===== src/rtl/rca_64bit_adder.sv =====
// Registered WIDTH-bit ripple-carry adder with a behavioural reference
// adder running alongside it. Every result is compared against the
// reference and any disagreement is flagged per result and stickily.
module rca_64bit_adder #(
    parameter int WIDTH = 64
) (
    input  logic             clk,
    input  logic             rst_n,
    input  logic             in_valid,
    input  logic [WIDTH-1:0] a,
    input  logic [WIDTH-1:0] b,
    input  logic             c_in,
    output logic             out_valid,
    output logic [WIDTH-1:0] sum,
    output logic             c_out,
    output logic             error,
    output logic             error_sticky
);

    // One-bit full adder; returns {carry_out, sum_bit}.
    function automatic logic [1:0] full_add(input logic x, input logic y, input logic ci);
        return {(x & y) | (x & ci) | (y & ci), x ^ y ^ ci};
    endfunction

    // ---- Stage p0: combinational ripple chain and reference compare ----
    logic [WIDTH-1:0] s_p0;
    logic [WIDTH:0]   c_p0;
    logic [WIDTH:0]   ref_p0;
    logic             mismatch_p0;

    // Ripple the carry bit by bit from c_in up to the carry out of the MSB.
    always_comb begin
        s_p0    = '0;
        c_p0    = '0;
        c_p0[0] = c_in;
        for (int i = 0; i < WIDTH; i++) begin
            {c_p0[i+1], s_p0[i]} = full_add(a[i], b[i], c_p0[i]);
        end
    end

    // Behavioural reference at WIDTH+1 bits so its carry is captured too.
    always_comb begin
        ref_p0      = {1'b0, a} + {1'b0, b} + {{WIDTH{1'b0}}, c_in};
        mismatch_p0 = (s_p0 != ref_p0[WIDTH-1:0]) | (c_p0[WIDTH] != ref_p0[WIDTH]);
    end

    // ---- Stage p1: registered result, valid and error flags ----
    logic             vld_p1;
    logic [WIDTH-1:0] sum_p1;
    logic             cout_p1;
    logic             err_p1;
    logic             sticky_p1;

    // Capture a result on every valid cycle; hold the last result otherwise.
    always_ff @(posedge clk or negedge rst_n) begin
        if (!rst_n) begin
            vld_p1    <= 1'b0;
            sum_p1    <= '0;
            cout_p1   <= 1'b0;
            err_p1    <= 1'b0;
            sticky_p1 <= 1'b0;
        end else begin
            vld_p1 <= in_valid;
            if (in_valid) begin
                sum_p1    <= s_p0;
                cout_p1   <= c_p0[WIDTH];
                err_p1    <= mismatch_p0;
                sticky_p1 <= sticky_p1 | mismatch_p0;
            end
        end
    end

    assign out_valid    = vld_p1;
    assign sum          = sum_p1;
    assign c_out        = cout_p1;
    assign error        = err_p1;
    assign error_sticky = sticky_p1;

endmodule


===== config.mk =====
export PLATFORM = sky130hd
export DESIGN_NAME = rca_64bit_adder
export DESIGN_NICKNAME = d
export VERILOG_FILES = /design/src/rtl/rca_64bit_adder.sv
export SDC_FILE = /design/constraint.sdc
export NUM_CORES = 1
export LEC_CHECK = 0
export CORE_ASPECT_RATIO = 0.8
export CORE_MARGIN = 2
export CORE_UTILIZATION = 45
export CTS_CLUSTER_SIZE = 12
export DETAILED_ROUTE_END_ITERATION = 12
export DONT_BUFFER_PORTS = 1
export PLACE_DENSITY = 0.66
export SETUP_SLACK_MARGIN = 0.1
export SLEW_MARGIN = 20
export SYNTH_ARGS = -nofsm -noshare
export SYNTH_HDL_FRONTEND = slang
export SYNTH_SLANG_ARGS = --single-unit

===== constraint.sdc =====
create_clock -name clk -period 0.85 [get_ports clk]
set_input_delay 0.1275 -clock clk [delete_from_list [all_inputs] [get_ports clk]]
set_output_delay 0.1275 -clock clk [all_outputs]
set_load 0.1 [all_outputs]

==> impl_metrics.tcl <==
set metrics [dict create \
    power.density_nw_per_um2 1860 \
    setup.worst_path.end_class "flop" \
    final.fill_count 1645 \
    grt_overflow 0 \
    place.gp.congestion 0.956 \
    die_w_um 168 \
    synth_top_family_by_area "compound AO/OA/AOI/OAI gates" \
    drt-vias-per-instance 5.58 \
    io_buffers 0 \
    synth.avg_cell_area_um2 7.87 \
    regToRegStartpoint "sum[4]" \
    insertion_delay_ns 0.36 \
    drive_gt1_share_pct 43.3 \
    start_util_pct 45.4 \
    fin_crit_ns 24.20 \
    grt_first_pass_wirelength_mm 57.6 \
    finalSetupViolCount 134 \
    totalWireLength_mm 37.2 \
    slew_headroom_pct 50.2 \
    ys.flop_type "dfrtp_1" \
    final_common_cell "buf_4" \
    die_h_um 135 \
    io_pins 200 \
    worstHoldPathType "in -> async" \
    synthSimpleGateAreaFrac_pct 18.9 \
    grt_pass1_vias 10900 \
    max_freq_mhz 41.3 \
    rr_endpoint "sum[4]" \
    clk_pin_slew_ns 0.07 \
    rows 48 \
    die-area_um2 22800 \
    layout_common_cells "351 x buf_4, 149 x nand2_1, 143 x inv_1, 81 x a21oi_1, 70 x buf_12" \
    grt_max_degree 69 \
    setup_slack_ns -23.35 \
    timing.hold.ws_ns -0.546 \
    hold_viol 68 \
    synth_async_sr_flop_share_pct 100 \
    synth_top_area_share_pct 17.5 \
    yosys_register_bits 68 \
    drt_pass1_iterations 5 \
    arrival_ns 24.43 \
    first_iter_violations 842 \
    path_class "in -> reg" \
    status "finished, violations left" \
    final_antenna_net_count 0 \
    r2r_slack_ns -0.13 \
    worstMarginPinSlew_ns 0.741 \
    synth_top_cell_by_area "dfrtp_1" \
    synth_xor_area_share_pct 8.21 \
    power.static_leakage_nw 6.84 \
    drv_slew 0 \
    synth-warning-count 0 \
    core_area_um2 21400 \
    cp.required_ns 1.08 \
    synth_compound_area_share_pct 24.3 \
    htreeDepth 3 \
    fin_nets 1913 \
    cts_tree "yes" \
    drv_cap 0 \
    r2r_cells 4 \
    critPathLaunchType "primary input" \
    rsz0062_at_grt "yes" \
    synth_fa_ha_area_share_pct 21.5 \
    synth_nets 1493 \
    dp_hpwl_mm 31.2 \
    finalCritPeriodShare_pct 2850 \
    synth_edf_count 0 \
    vias 10800 \
    dp_slack_ns -23.75 \
    cpMostUsedCell "fa_2" \
    crit_slowest_cell "fa_2" \
    synth_cells 1233 \
    synth.area.top_cells "dfrtp_1 18%, fa_1 13%, ha_1 8.1%, o21ai_0 5.9%, nand2_1 5.8%" \
    diodes 0 \
    ir_worst_vdd_mv 1.45 \
    synth.area.mux_share_pct 0.954 \
    clock_path_buffers 2 \
    wire_per_inst_um 19.2 \
    synth.cell_area_um2 9710 \
    violations "hold timing, setup timing" \
    drc 0 \
    cts-root-buf "clkbuf_16" \
    ys_types 92 \
    slowest_delay_ns 0.59 \
    cp_max_fo 4 \
    antenna_found_initial 1 \
    cts_buffers 9 \
    syn2layout_area_growth_pct 57.4 \
    clock-sinks 68 \
    grt_usage_pct 32.5 \
    postLayoutCoreUtil_pct 71.5 \
    skew_ns 0 \
    ys_seq_area_share_pct 17.5 \
]
## flip-flops by register name (all words and copies together) (netlist names)
name          flops
sum              64
out_valid         1
error             1
error_sticky      1
c_out             1
## kinds of logic after synthesis
logic type | count (synthesis)
buffers and inverters | 202
xor gates and xnor gates | 91
muxes | 9
AOI/OAI and AO/OA | 362
DFF | 68
adders and majority gates | 128
and+or+nand+nor | 373
## cells in the mapped netlist, types with 23 or more instances
master / instances
buf_2: 23
fa_1: 65
a21oi_1: 81
nand2_1: 150
nor3_1: 27
inv_1: 146
dfrtp_1: 68
clkbuf_1: 25
o21ai_0: 114
xor2_1: 28
nand4_1: 41
xnor2_1: 63
nor2_1: 66
ha_1: 63
## worst max-delay path by stage
stage,start,endpoint,slack (ns),depth (start not counted)
final,a[0],error_sticky,-23.35,74
after global routing,a[0],error_sticky,-24.02,74
after CTS,a[0],error_sticky,-23.29,74
after detailed placement,a[0],error_sticky,-23.75,74
after global placement,a[0],error_sticky,-23.38,74
after floorplan,a[0],error,-22.70,74
## metal layers
| layer | part of all wire [%] | track usage, % | vias to the layer above |
|---|---|---|---|
| met2 | 44 | 51.0 | 420 |
| li1 | - | - | 5179 |
| met4 | 2.0 | 8.19 | 0 |
| met3 | 8.6 | 7.86 | 52 |
| met1 | 45 | 45.2 | 5139 |
| met5 | 0 | 0 | - |
## metrics by stage
stage	area (µm²)	instances	setup TNS [ns]	power (W)
after global routing	15300	1933	-800.75	0.0297
after floorplan	10100	1233	-755.33	0.0153
after CTS	15100	1920	-783.57	0.0280
after detailed placement	14400	1902	-786.80	0.0232
final	15300	1933	-782.94	0.0284
after global placement	14400	1902	-777.24	0.0230
## where the power goes
part	switching [W]	internal, W
Clock	0.00174	0.00244
Sequential	0.000681	0.00419
Combinational	0.0110	0.00838
Total	0.0134	0.0150
## critical path, delay by kind of cell
kind / cells / cell delay, ns
adders and majority gates: 63 / 22.47
and+or+nand+nor: 4 / 0.64
xor gates and xnor gates: 1 / 0.22
buffers and inverters: 1 / 0.01
AOI/OAI and AO/OA: 5 / 0.88
## final cells by class
class | instances | area, µm² | area share (%)
Clock buffer | 11 | 253 | 1.65
Clock inverter | 5 | 58.8 | 0.385
Inverter | 146 | 561 | 3.67
Multi-Input combinational cell | 963 | 7560 | 49.5
Sequential cell | 68 | 1960 | 12.8
Tap cell | 275 | 344 | 2.25
Timing Repair Buffer | 465 | 4550 | 29.8
## what timing repair did
item / CTS / global route
setup buffers: 15 / 27
hold endpoints to repair: 72 / 69
pin swaps: 8 / 5
cloned: 0 / 1
endpoints found under the setup margin: 134 / 135
hold buffers: 1 / 1
gates resized for setup: 78 / 40
Power figures use the tool's default switching activity.
